<file path="src/rtl/countdown_timer.sv">
// -----------------------------------------------------------------------------
// countdown_timer
//
// Preset mm:ss countdown timer. It counts down once per 1 Hz `pulse` tick from
// a loaded value and flags expiry when the count reaches 00:00. It drives the
// same four BCD digit outputs as the stopwatch time handler, so one display
// path can show either block.
//
// Parameters:
//   SIZE    width of each BCD digit
//   TIME_U  largest value a units digit may take (9)
//   TIME_T  largest value a tens digit may take (5)
//
// Ports:
//   clk, rst                 clock; asynchronous active-high reset
//   pulse                    1 Hz tick enable, one clk cycle wide
//   load + set_*             capture a preset mm:ss value
//   start / pause / clear    run control
//   minutes_* / seconds_*    remaining time, registered BCD digits
//   running                  high while counting (RUN)
//   expired                  high once the count has reached 00:00 (EXPIRED)
//   expired_pulse            one-cycle strobe on entry to EXPIRED
//   load_err                 one-cycle strobe when a preset is rejected
//   dbg_state                current FSM state:
//                            0 IDLE, 1 RUN, 2 PAUSED, 3 EXPIRED
//
// Command semantics: the control inputs are level-sampled commands, not a
// valid/ready handshake. Every input is sampled on each rising clk edge and
// its effect is visible right after that edge. When several commands are
// high in one cycle, only the highest-priority one counts:
//   clear > load > pause > start > pulse
// The winner is chosen among the asserted inputs before checking whether it
// is legal in the current state. A losing command is dropped, not queued for
// later.
// -----------------------------------------------------------------------------
module countdown_timer #(
    parameter int SIZE   = 4,
    parameter int TIME_U = 9,
    parameter int TIME_T = 5
) (
    input  logic            clk,
    input  logic            rst,
    input  logic            pulse,
    input  logic            load,
    input  logic [SIZE-1:0] set_minutes_tens,
    input  logic [SIZE-1:0] set_minutes_units,
    input  logic [SIZE-1:0] set_seconds_tens,
    input  logic [SIZE-1:0] set_seconds_units,
    input  logic            start,
    input  logic            pause,
    input  logic            clear,
    output logic [SIZE-1:0] minutes_tens,
    output logic [SIZE-1:0] minutes_units,
    output logic [SIZE-1:0] seconds_tens,
    output logic [SIZE-1:0] seconds_units,
    output logic            running,
    output logic            expired,
    output logic            expired_pulse,
    output logic            load_err,
    output logic [1:0]      dbg_state
);

    typedef enum logic [1:0] {
        IDLE    = 2'd0,
        RUN     = 2'd1,
        PAUSED  = 2'd2,
        EXPIRED = 2'd3
    } state_t;

    localparam logic [SIZE-1:0] MAX_U = SIZE'(TIME_U);
    localparam logic [SIZE-1:0] MAX_T = SIZE'(TIME_T);
    localparam logic [SIZE-1:0] ZERO  = '0;
    localparam logic [SIZE-1:0] ONE   = SIZE'(1);

    // -------------------------------------------------------------------------
    // Registered state
    // -------------------------------------------------------------------------
    state_t          state_q;
    logic [SIZE-1:0] mt_q, mu_q, st_q, su_q;
    logic            expired_pulse_q;
    logic            load_err_q;

    // Next-state values
    state_t          state_d;
    logic [SIZE-1:0] mt_d, mu_d, st_d, su_d;
    logic            expired_pulse_d;
    logic            load_err_d;

    // -------------------------------------------------------------------------
    // BCD decrement by a borrow chain. A digit at zero wraps to its maximum
    // and passes the borrow to the next digit up. The minutes-tens borrow is
    // never used, because RUN only ever holds a non-zero count.
    // -------------------------------------------------------------------------
    logic [SIZE-1:0] dec_mt, dec_mu, dec_st, dec_su;
    logic            borrow_su, borrow_st, borrow_mu;
    logic            count_zero;
    logic            dec_zero;

    always_comb begin
        borrow_su = (su_q == ZERO);
        dec_su    = borrow_su ? MAX_U : su_q - ONE;

        borrow_st = borrow_su && (st_q == ZERO);
        if (borrow_su) begin
            dec_st = (st_q == ZERO) ? MAX_T : st_q - ONE;
        end else begin
            dec_st = st_q;
        end

        borrow_mu = borrow_st && (mu_q == ZERO);
        if (borrow_st) begin
            dec_mu = (mu_q == ZERO) ? MAX_U : mu_q - ONE;
        end else begin
            dec_mu = mu_q;
        end

        if (borrow_mu) begin
            dec_mt = (mt_q == ZERO) ? MAX_T : mt_q - ONE;
        end else begin
            dec_mt = mt_q;
        end

        count_zero = (mt_q == ZERO) && (mu_q == ZERO) &&
                     (st_q == ZERO) && (su_q == ZERO);
        dec_zero   = (dec_mt == ZERO) && (dec_mu == ZERO) &&
                     (dec_st == ZERO) && (dec_su == ZERO);
    end

    // A preset is valid only if every digit is within range for its position.
    logic preset_ok;

    always_comb begin
        preset_ok = (set_minutes_tens  <= MAX_T) &&
                    (set_minutes_units <= MAX_U) &&
                    (set_seconds_tens  <= MAX_T) &&
                    (set_seconds_units <= MAX_U);
    end

    // -------------------------------------------------------------------------
    // Process 1: state register (FSM state, digits and strobes)
    // -------------------------------------------------------------------------
    always_ff @(posedge clk or posedge rst) begin
        if (rst) begin
            state_q         <= IDLE;
            mt_q            <= ZERO;
            mu_q            <= ZERO;
            st_q            <= ZERO;
            su_q            <= ZERO;
            expired_pulse_q <= 1'b0;
            load_err_q      <= 1'b0;
        end else begin
            state_q         <= state_d;
            mt_q            <= mt_d;
            mu_q            <= mu_d;
            st_q            <= st_d;
            su_q            <= su_d;
            expired_pulse_q <= expired_pulse_d;
            load_err_q      <= load_err_d;
        end
    end

    // -------------------------------------------------------------------------
    // Process 2: next-state logic. The if/else chain sets command priority.
    // The strobes default to 0, so each one can last only a single cycle.
    // -------------------------------------------------------------------------
    always_comb begin
        state_d         = state_q;
        mt_d            = mt_q;
        mu_d            = mu_q;
        st_d            = st_q;
        su_d            = su_q;
        expired_pulse_d = 1'b0;
        load_err_d      = 1'b0;

        if (clear) begin
            state_d = IDLE;
            mt_d    = ZERO;
            mu_d    = ZERO;
            st_d    = ZERO;
            su_d    = ZERO;
        end else if (load) begin
            // A running count cannot be overwritten; load must come after
            // a pause (or before start / after expiry).
            if (state_q != RUN) begin
                if (preset_ok) begin
                    state_d = IDLE;
                    mt_d    = set_minutes_tens;
                    mu_d    = set_minutes_units;
                    st_d    = set_seconds_tens;
                    su_d    = set_seconds_units;
                end else begin
                    load_err_d = 1'b1;
                end
            end
        end else if (pause) begin
            if (state_q == RUN) begin
                state_d = PAUSED;
            end
        end else if (start) begin
            // A zero count would expire without ever being shown, so
            // start is refused at 00:00.
            if ((state_q == IDLE || state_q == PAUSED) && !count_zero) begin
                state_d = RUN;
            end
        end else if (pulse) begin
            if (state_q == RUN) begin
                mt_d = dec_mt;
                mu_d = dec_mu;
                st_d = dec_st;
                su_d = dec_su;
                if (dec_zero) begin
                    state_d         = EXPIRED;
                    expired_pulse_d = 1'b1;
                end
            end
        end
    end

    // -------------------------------------------------------------------------
    // Process 3: outputs, decoded straight from the registers
    // -------------------------------------------------------------------------
    always_comb begin
        minutes_tens  = mt_q;
        minutes_units = mu_q;
        seconds_tens  = st_q;
        seconds_units = su_q;
        running       = (state_q == RUN);
        expired       = (state_q == EXPIRED);
        expired_pulse = expired_pulse_q;
        load_err      = load_err_q;
        dbg_state     = state_q;
    end

endmodule

</file>
<file path="config.mk">
export PLATFORM = sky130hd
export DESIGN_NAME = countdown_timer
export DESIGN_NICKNAME = d
export VERILOG_FILES = /design/src/rtl/countdown_timer.sv
export SDC_FILE = /design/constraint.sdc
export NUM_CORES = 1
export LEC_CHECK = 0
export CORE_MARGIN = 2
export CORE_UTILIZATION = 40
export CTS_CLUSTER_SIZE = 14
export DETAILED_ROUTE_END_ITERATION = 16
export PLACE_DENSITY = 0.7
export SLEW_MARGIN = 30
export SYNTH_ARGS = -nofsm -noshare
export SYNTH_HDL_FRONTEND = slang
export SYNTH_SLANG_ARGS = --single-unit
</file>
<file path="constraint.sdc">
create_clock -name clk -period 3.7 [get_ports clk]
set_input_delay 0.555 -clock clk [delete_from_list [all_inputs] [get_ports clk]]
set_output_delay 0.555 -clock clk [all_outputs]
set_load 0.02 [all_outputs]
</file>
; ---- After elaboration in Yosys (flattened, before gate mapping)
; Index checks and enable logic that the tools add are counted.
[word_totals]
wordCells = 116
inputBits = 23
reg_bits = 20
[classes]
n_reduce_logical = 30
n_mux = 61
addsub = 4
magnitude_cmp = 4
n_eq_ne = 10
[op_table]
columns = operator, count
row1 = $mux 4, 39
row2 = $logic_not 4->1, 8
row3 = $mux 2, 11
row4 = $sub 4x1->4 const B, 4
row5 = $logic_and 1x1->1, 12
row6 = $mux 1, 11
row7 = $reduce_bool 5->1, 2
row8 = $le 4x3->1 const B, 2
row9 = $le 4x4->1 const B, 2
row10 = $reduce_and 7->1, 1
row11 = $ne 3x1->1 const B, 2
row12 = $ne 3x2->1 const B, 2
row13 = $reduce_and 6->1, 1
row14 = $reduce_bool 3->1, 2
row15 = $ne 5x2->1 const B, 1
row16 = $eq 2x2->1 const B, 2
row17 = $ne 4x2->1 const B, 1
row18 = $reduce_bool 4->1, 1
row19 = $eq 2x1->1 const B, 1
row20 = $logic_not 2->1, 1
row21 = $ne 2x1->1 const B, 1
row22 = $logic_not 1->1, 1
row23 = $logic_or 1x1->1, 1

; ---- Depth between registers and ports, before layout
; Gate-level depths: netlist of run 1.
[logic_depth]
word_depth = 15
depth_mapped = 8

; ---- Worst setup path before layout of run 1
; OpenSTA, ideal clock, no wires.
[synth_timing]
kind = reg-to-reg
from = reg su_q[0] (netlist: seconds_units[0])
to = reg state_q[0] (netlist: dbg_state[0])
path_slack_ps = 1551
n_path_buf = 1
period_less_slack_ps = 2149
path_stages_with_launch = 7
arrival_ps = 2026
cell_sequence = dfrtp_1 -> buf_6 -> nor4_2 -> nand3_1 -> or4_4 -> and3_4 -> o221a_1
[synth_via]
elab_chain_cells = 10
elab_cells_between_ends = 21
cone_classes = add/sub (1) / eq/ne (1) / mux (4) / reduce/logical (15)
[synth_rtl]
columns = item, line_no
row1 = "start, declared", 79  ; logic [SIZE-1:0] mt_q, mu_q, st_q, su_q;
row2 = "start signal, assigned", 156  ; su_q <= su_d;
row3 = "parallel branches: the longest is 9 deep, another holds $sub 4x1->4", n/a
row4 = $reduce_and 7->1 (no source line) (*), n/a
row5 = "end signal, assigned", 152  ; state_q <= state_d;
row6 = "end, declared", 78  ; state_t state_q;
; Mark *: on every way between the ends.
; A chain may end at the register's enable or synchronous reset.

; ---- Worst setup path in the final report of run 1
[layout_timing]
from = in load
to = reg su_q[0] (netlist: seconds_units[0])
[layout_via]
elab_chain_cells = 2
elab_cells_between_ends = 9
cone_classes = eq/ne (4) / mux (2) / reduce/logical (3)
[layout_rtl]
columns = item, line_no
row1 = "start, declared", 44  ; input logic load,
row2 = $ne 3x2->1 (no source line) (tied with other cells), n/a
row3 = $reduce_and 6->1 (no source line) or $mux 4 (tied branches), n/a
; Several ways; a longest one is shown, not always the timed one.

==> results.yml, run 1 <==
clocking:
  hold_buffers: 0
  cts_sinks: 20
  cts_resized: 0
  tritoncts: "done"
  cts_buffers: 3
  cts_buffer_depth: 2
  htree_levels: 1
  clock_latency_ns: 0.31
  post_cts_buffers: 0
  root_buffer: "clkbuf_4"
  clkTransAtPathRegs_ns: 0.11
global_routing:
  grt_pass1_vias: 1476
  grt_max_degree: 21
  grtUsageTotal_pct: 20.9
  antenna_found_initial: 0
  grt_pass1_wl_microns: 6820
  overflow: 0
place:
  hpwl_microns: 3140
  port_buffers: 44
  gp_congestion: 0.902
critical_path:
  worst_ep_arrival_time_ns: 2.72
  r2r_end: "dbg_state[0]$_DFFE_PP0P_"
  critPathLaunchType: "input pin"
  worstSetupPathType: "in2reg"
  ff2ff_setup_slack_ns: 1.34
  r2r-start: "seconds_units[3]$_DFFE_PP0P_"
  crit_required_ns: 3.91
  path_max_fanout: 17
  worstSetupEndpointType: "flop"
  rr_worst_depth: 5
floorplanning:
  fp.dieW_microns: 64
  core_area_sq_um: 3390
  die_area_sq_um: 4100
  die_h_microns: 64
  io_pins: 45
  start_util_pct: 42.5
  rows: 21
power:
  clock_power_share_pct: 19.5
  p_per_area_nw_per_um2: 294
  ir_worst_vdd_uv: 176
  seqPwrFrac_pct: 43.8
  switching_share_pct: 35.9
  power_uw: 563
  pwr-share-comb_pct: 36.7
  p_leak_nw: 0.742
  internal_power_uw: 361
  power_switching_uw: 202
sta:
  period_share_pct: 68.1
  period_needed_ns: 2.52
  slew_headroom_pct: 47.0
  tns_ns: 0
  drv_slew: 0
  setup_violations: 0
  max_freq_mhz: 397
  finalHoldViolCount: 0
  finClkSkew_ns: 0.00277
  rsz0062_at_grt: "false"
  worstMarginPinSlew_ns: 0.794
yosys:
  synth-seq-cells: 20
  synthesis.area_sq_um: 1440
  yosysTopAreaCell: "dfrtp_1"
  yosysTopAreaCellShare_pct: 34.8
  syn-num-nets: 203
  ys.flop_type: "dfrtp_1"
  ys_seq_area_share_pct: 34.8
  netlist_instances: 180
  synth_area_leaders: "dfrtp_1 35%, a21oi_1 5.6%, nor2_1 4.4%, nand2_1 4.2%, o21ai_0 3.8%"
  synth-async-reset-ratio_pct: 100
  synth_edf_count: 0
  synth_cell_types: 49
  syn_area_per_cell_sq_um: 8.00
  yosys_warnings: 0
routing:
  wire_per_inst_microns: 15.9
  vias: 1565
  first_pass_iters: 4
  drcViolationCount: 0
  first_iter_violations: 109
  ant_nets: 0
  finalWirelength_microns: 4190
  viasPerCell: 5.95
cells_and_area:
  syn_to_final_growth_pct: 32.8
  fin_nets: 242
  layout-drive-gt1-share_pct: 7.83
  diodes: 0
  fillCellCount: 299
min_path:
  hold_path_end: "seconds_tens[3]$_DFFE_PP0P_"
  holdPathStages: 1
  hold_class: "reg2reg"
  min_from: "seconds_tens[3]$_DFFE_PP0P_"
flow_run:
  drv_cap: 0
outcome:
  outcome: "finished, final reports clean"
## how the worst max path moves through the flow
stage	endpoint	depth (start not counted)	startpoint	slack, ns
floorplan	dbg_state[0]$_DFFE_PP0P_	6	seconds_units[0]$_DFFE_PP0P_	1.55
global placement	dbg_state[0]$_DFFE_PP0P_	5	load	0.94
detailed placement	seconds_units[0]$_DFFE_PP0P_	5	load	0.87
CTS	seconds_units[0]$_DFFE_PP0P_	5	load	1.21
global route	seconds_units[0]$_DFFE_PP0P_	5	load	0.97
finish	seconds_units[0]$_DFFE_PP0P_	5	load	1.18
## cell families (layout without fill, tap and decap cells)
kind of cell,count (synthesis),after routing,synth area share [%]
flip-flops,20,20,34.8
AO/OA/AOI/OAI,63,63,27.7
buffers and inverters,18,55,5.91
XOR/XNOR,1,1,0.608
AND/OR/NAND/NOR,78,78,31.0
## layout by cell type (no fill, tap or decap), types with 3 or more instances in the layout
cell type        netlist  final
nor2b_1                3      3
o21ai_0               11     11
dfrtp_1               20     20
and3_1                 4      4
o31ai_1                4      4
a31oi_1                3      3
nand2b_1               4      4
inv_1                  6      6
a21oi_1               16     16
clkdlybuf4s50_1        0     44
nor2_1                17     17
nand3_1                4      4
nor3_1                 5      5
o21a_1                 4      4
nand4_1                4      4
clkbuf_4               0      3
o21ai_1               10     10
nand2_1               16     16
## state kept, by name, indices dropped and copies added, names as in the netlist
signal,cells
dbg_state,2
seconds_tens,4
minutes_units,4
load_err,1
minutes_tens,4
seconds_units,4
expired_pulse,1
## cells in the mapped netlist, types with 3 or more instances
master    instances
o21ai_0          11
clkbuf_1          7
nand4_1           4
nor2b_1           3
dfrtp_1          20
nor2_1           17
o21ai_1          10
nand3_1           4
inv_1             6
nor3_1            5
o21a_1            4
o31ai_1           4
nand2_1          16
a31oi_1           3
nand2b_1          4
a21oi_1          16
and3_1            4
## per-layer routing
layer,track usage [%],wire (microns),vias up
met3,3.17,254,7
li1,-,-,745
met1,27.9,1820,747
met2,34.1,2050,66
met5,0,0,-
met4,7.88,69,0
## final cells by class
cell class / instances / area (sq um) / area share (%)
Clock buffer: 3 / 22.5 / 1.18
Inverter: 6 / 22.5 / 1.18
Multi-Input combinational cell: 142 / 855 / 44.7
Sequential cell: 20 / 500 / 26.2
Tap cell: 46 / 57.6 / 3.01
Timing Repair Buffer: 46 / 455 / 23.8
## stage by stage
step	hold slack [ns]	worst slack (ns)	utilization (%)	area (sq um)	instances
floorplan	0.519	1.55	-	1440	180
global placement	0.551	0.943	55.8	1890	260
detailed placement	0.548	0.874	55.8	1890	260
CTS	0.576	1.21	56.4	1910	263
global route	0.597	0.966	56.4	1910	263
finish	0.576	1.18	56.4	1910	263
## power groups by stage
stage          clock network, mW  logic (mW)  registers (mW)
2_1_floorplan                  0       0.121           0.260
3_3_place_gp                   0       0.203           0.249
3_5_place_dp                   0       0.204           0.251
4_1_cts                    0.112       0.205           0.246
5_1_grt                    0.120       0.224           0.248
6_report                   0.110       0.207           0.246
## worst max-delay path: stages
cell             delay, ns
clkdlybuf4s50_1       0.69
nor4_1                0.68
a31o_1                0.39
a21oi_1               0.11
a311oi_1              0.29
Power figures use the tool's default switching activity.
==> run 2: changes to the inputs <==
==> constraint.sdc (replaced) <==
create_clock -name clk -period 2.4 [get_ports clk]
set_input_delay 0.36 -clock clk [delete_from_list [all_inputs] [get_ports clk]]
set_output_delay 0.36 -clock clk [all_outputs]
set_load 0.02 [all_outputs]
==> results.yml, run 2 (synthesis results as in run 1) <==
outcome:
  outcome: "finished, final reports clean"
cells_and_area:
  diodes: 0
  fillCellCount: 287
  fin_cells: 275
  fin_util_pct: 59.5
  final_cell_mix: "44 x clkdlybuf4s50_1, 20 x dfrtp_1, 17 x nor2_1"
  layout-drive-gt1-share_pct: 12.7
  mostFrequentLayoutCell: "clkdlybuf4s50_1"
  syn_to_final_growth_pct: 40.0
  fin_nets: 254
power:
  pwr-share-comb_pct: 38.8
  internal_power_uw: 575
  p_per_area_nw_per_um2: 439
  p_leak_nw: 0.804
  power_switching_uw: 310
  seqPwrFrac_pct: 42.9
  switching_share_pct: 35.0
  ir_worst_vdd_uv: 250
  clock_power_share_pct: 18.3
global_routing:
  grt_max_degree: 33
  antenna_found_initial: 0
  overflow: 0
  grt_pass1_wl_microns: 6980
  grtUsageTotal_pct: 21.3
  grt_pass1_vias: 1532
place:
  port_buffers: 44
  gp_congestion: 0.934
  pre_cts_ws_ns: 0.208
  hpwl_microns: 3240
  place_inst: 272
sta:
  finalHoldViolCount: 0
  period_share_pct: 92.8
  setup_ws_ns: 0.173
  rsz0062_at_grt: "false"
  tns_ns: 0
  setup_violations: 0
  finClkSkew_ns: 0.00430
  holdWs_ns: 0.499
  period_needed_ns: 2.23
  max_freq_mhz: 449
  worstMarginPinSlew_ns: 0.786
  slew_headroom_pct: 47.6
  drv_slew: 0
clocking:
  tritoncts: "done"
  cts_buffer_depth: 2
  clkTransAtPathRegs_ns: 0.12
  cts_sinks: 20
  hold_buffers: 0
  cts_buffers: 3
  clock_latency_ns: 0.29
  cts_resized: 0
  post_cts_buffers: 0
  htree_levels: 1
  root_buffer: "clkbuf_4"
critical_path:
  worstSetupPathType: "reg2reg"
  critPathSlowestCell: "or4_4"
  worst_ep_arrival_time_ns: 2.47
  crit_required_ns: 2.64
  crit_chain: "or4_4 > nor3_2 > xnor2_1 > nor4b_2 > o221a_1"
  critPathLaunchType: "flop"
  slowest_delay_ns: 0.63
  path_max_fanout: 8
  worstSetupEndpointType: "flop"
routing:
  finalWirelength_microns: 4340
  drcViolationCount: 0
  vias: 1595
  wire_per_inst_microns: 15.8
  first_iter_violations: 117
  viasPerCell: 5.80
  first_pass_iters: 4
  ant_nets: 0
floorplanning:
  fp.dieW_microns: 64
  start_util_pct: 42.5
  die_h_microns: 64
  die_area_sq_um: 4100
  core_area_sq_um: 3390
  rows: 21
  io_pins: 45
min_path:
  hold_class: "in2async"
flow_run:
  drv_cap: 0
==> run 2: area by class of cell <==
cell class | instances | area (sq um) | share of cell area (%)
Clock buffer | 3 | 22.5 | 1.12
Inverter | 6 | 22.5 | 1.12
Sequential cell | 20 | 500 | 24.8
Timing Repair Buffer | 58 | 558 | 27.7
Multi-Input combinational cell | 142 | 855 | 42.4
Tap cell | 46 | 57.6 | 2.86
==> run 2: stage by stage <==
stage	total power, mW	cell area (sq um)
6_report	0.885	2020
3_3_place_gp	0.720	1990
4_1_cts	0.889	2020
3_5_place_dp	0.725	1990
5_1_grt	0.939	2020
2_1_floorplan	0.587	1440
==> run 2: per-layer routing <==
layer	vias to the layer above	GRT usage (%)	part of all wire, %	wire, microns
met5	-	0	0	0
met4	0	8.97	1.5	64
met3	7	3.87	6.6	287
met2	75	33.5	46	2010
met1	742	28.7	46	1970
li1	771	-	-	-
==> run 2: final timing paths <==
kind / startpoint / endpoint / slack [ns] / depth (start not counted)
setup / recovery: seconds_units[1]$_DFFE_PP0P_ / dbg_state[1]$_DFFE_PP0P_ / 0.17 / 5
hold / removal: rst / seconds_units[1]$_DFFE_PP0P_ / 0.50 / 2
setup reg to reg: seconds_units[1]$_DFFE_PP0P_ / dbg_state[1]$_DFFE_PP0P_ / 0.17 / 5
hold reg to reg: minutes_tens[3]$_DFFE_PP0P_ / minutes_tens[3]$_DFFE_PP0P_ / 0.58 / 1
max in group asynchronous: rst / expired_pulse$_DFF_PP0_ / 1.41 / 2
min in group clk: minutes_tens[3]$_DFFE_PP0P_ / minutes_tens[3]$_DFFE_PP0P_ / 0.58 / 1
==> run 2: power groups by stage <==
stage | Sequential, mW | Combinational, mW | Clock [mW]
floorplan | 0.400 | 0.187 | 0
global route | 0.383 | 0.371 | 0.184
detailed placement | 0.386 | 0.339 | 0
CTS | 0.379 | 0.340 | 0.169
global placement | 0.384 | 0.336 | 0
finish | 0.380 | 0.343 | 0.162
==> run 2: worst max-delay path, delay by kind of cell (launching register included) <==
kind	cells	cell delay [ns]
and+or+nand+nor	3	1.24
DFF	1	0.49
AOI/OAI and AO/OA	1	0.26
xor gates and xnor gates	1	0.19
==> run 3: changes to the inputs <==
==> constraint.sdc (replaced) <==
create_clock -name clk -period 2.8 [get_ports clk]
set_input_delay 0.42 -clock clk [delete_from_list [all_inputs] [get_ports clk]]
set_output_delay 0.42 -clock clk [all_outputs]
set_load 0.02 [all_outputs]
==> results.yml, run 3 (synthesis results as in run 1) <==
flow_run:
  drv_cap: 0
outcome:
  outcome: "finished, final reports clean"
sta:
  setup_ws_ns: 0.421
  rsz0062_at_grt: "false"
  drv_slew: 0
  setup_violations: 0
  holdWs_ns: 0.542
  max_freq_mhz: 420
  finalHoldViolCount: 0
  finClkSkew_ns: 0.000862
  period_needed_ns: 2.38
  slew_headroom_pct: 45.6
  tns_ns: 0
  worstMarginPinSlew_ns: 0.815
  period_share_pct: 85.0
place:
  port_buffers: 44
  pre_cts_ws_ns: 0.390
  gp_congestion: 0.891
  hpwl_microns: 3100
global_routing:
  grt_pass1_wl_microns: 6910
  overflow: 0
  grt_max_degree: 31
  antenna_found_initial: 0
  grt_pass1_vias: 1401
  grtUsageTotal_pct: 21.4
clocking:
  clkTransAtPathRegs_ns: 0.13
  cts_buffers: 3
  hold_buffers: 0
  htree_levels: 1
  cts_sinks: 20
  post_cts_buffers: 0
  clock_latency_ns: 0.31
  cts_buffer_depth: 2
  root_buffer: "clkbuf_4"
  tritoncts: "done"
  cts_resized: 0
critical_path:
  startpoint: "seconds_units[3]$_DFFE_PP0P_"
  critPathSlowestCell: "or4_4"
  cp_num_buf_inv: 0
  worstSetupEndpointType: "flop"
  critPathLaunchType: "flop"
  worst_ep_arrival_time_ns: 2.59
  r2r-start: "seconds_units[3]$_DFFE_PP0P_"
  crit_chain: "nor4_2 > nand3_1 > or4_4 > and3_4 > o221a_1"
  worstSetupPathType: "reg2reg"
  cpLargestDelayFamily: "simple AND/OR/NAND/NOR gates"
  slowest_delay_ns: 0.61
  path_max_fanout: 7
  crit_required_ns: 3.01
  ff2ff_setup_slack_ns: 0.42
cells_and_area:
  fillCellCount: 303
  fin_util_pct: 57.3
  syn_to_final_growth_pct: 34.8
  final_cell_mix: "44 x clkdlybuf4s50_1, 20 x dfrtp_1, 17 x nor2_1"
  mostFrequentLayoutCell: "clkdlybuf4s50_1"
  diodes: 0
  layout-drive-gt1-share_pct: 9.09
  fin_nets: 244
power:
  p_per_area_nw_per_um2: 403
  power_uw: 782
  ir_worst_vdd_uv: 198
  p_leak_nw: 0.759
routing:
  viasPerCell: 5.79
  wire_per_inst_microns: 15.7
  ant_nets: 0
  first_pass_iters: 4
  vias: 1540
  drcViolationCount: 0
  first_iter_violations: 92
  finalWirelength_microns: 4190
floorplanning:
  die_area_sq_um: 4100
  die_h_microns: 64
  rows: 21
  core_area_sq_um: 3390
  io_pins: 45
  start_util_pct: 42.5
  fp.dieW_microns: 64
min_path:
  hold_class: "in2async"
[run 3: final timing paths]
check	to	cells after the start
max	dbg_state[0]$_DFFE_PP0P_	5
min	seconds_units[1]$_DFFE_PP0P_	2
max reg2reg	dbg_state[0]$_DFFE_PP0P_	5
min reg2reg	seconds_tens[3]$_DFFE_PP0P_	1
max in group asynchronous	dbg_state[0]$_DFFE_PP0P_	2
min in group clk	seconds_tens[3]$_DFFE_PP0P_	1
[run 3: cell type report]
| class | count | area [sq um] | area share, % |
|---|---|---|---|
| Tap cell | 46 | 57.6 | 2.96 |
| Sequential cell | 20 | 500 | 25.8 |
| Timing Repair Buffer | 48 | 470 | 24.2 |
| Multi-Input combinational cell | 142 | 855 | 44.0 |
| Inverter | 6 | 22.5 | 1.16 |
| Clock buffer | 4 | 36.3 | 1.87 |
[run 3: worst reg2reg max path, stage by stage (launching register included)]
cell and delay [ns]:
dfrtp_1 0.49, nor4_2 0.45, nand3_1 0.27, or4_4 0.61, and3_4 0.20, o221a_1 0.25
[run 3: stage by stage]
step	instances	instance area [sq um]
after detailed placement	262	1910
after floorplan	180	1440
after CTS	266	1940
final	266	1940
after global routing	266	1940
after global placement	262	1910
[run 3: per-layer routing]
layer	GRT usage [%]	vias up	part of all wire (%)
met3	3.52	5	7.4
met4	7.07	0	1.2
met5	0	-	0
met1	29.7	724	44
met2	34.0	63	47
li1	-	748	-
[run 3: report_power, final]
group	total [mW]	switching (mW)	leakage, nW	internal (mW)
sequential	0.325	0.0226	0.273	0.303
combinational	0.275	0.149	0.465	0.126
clock	0.182	0.103	0.0210	0.0795
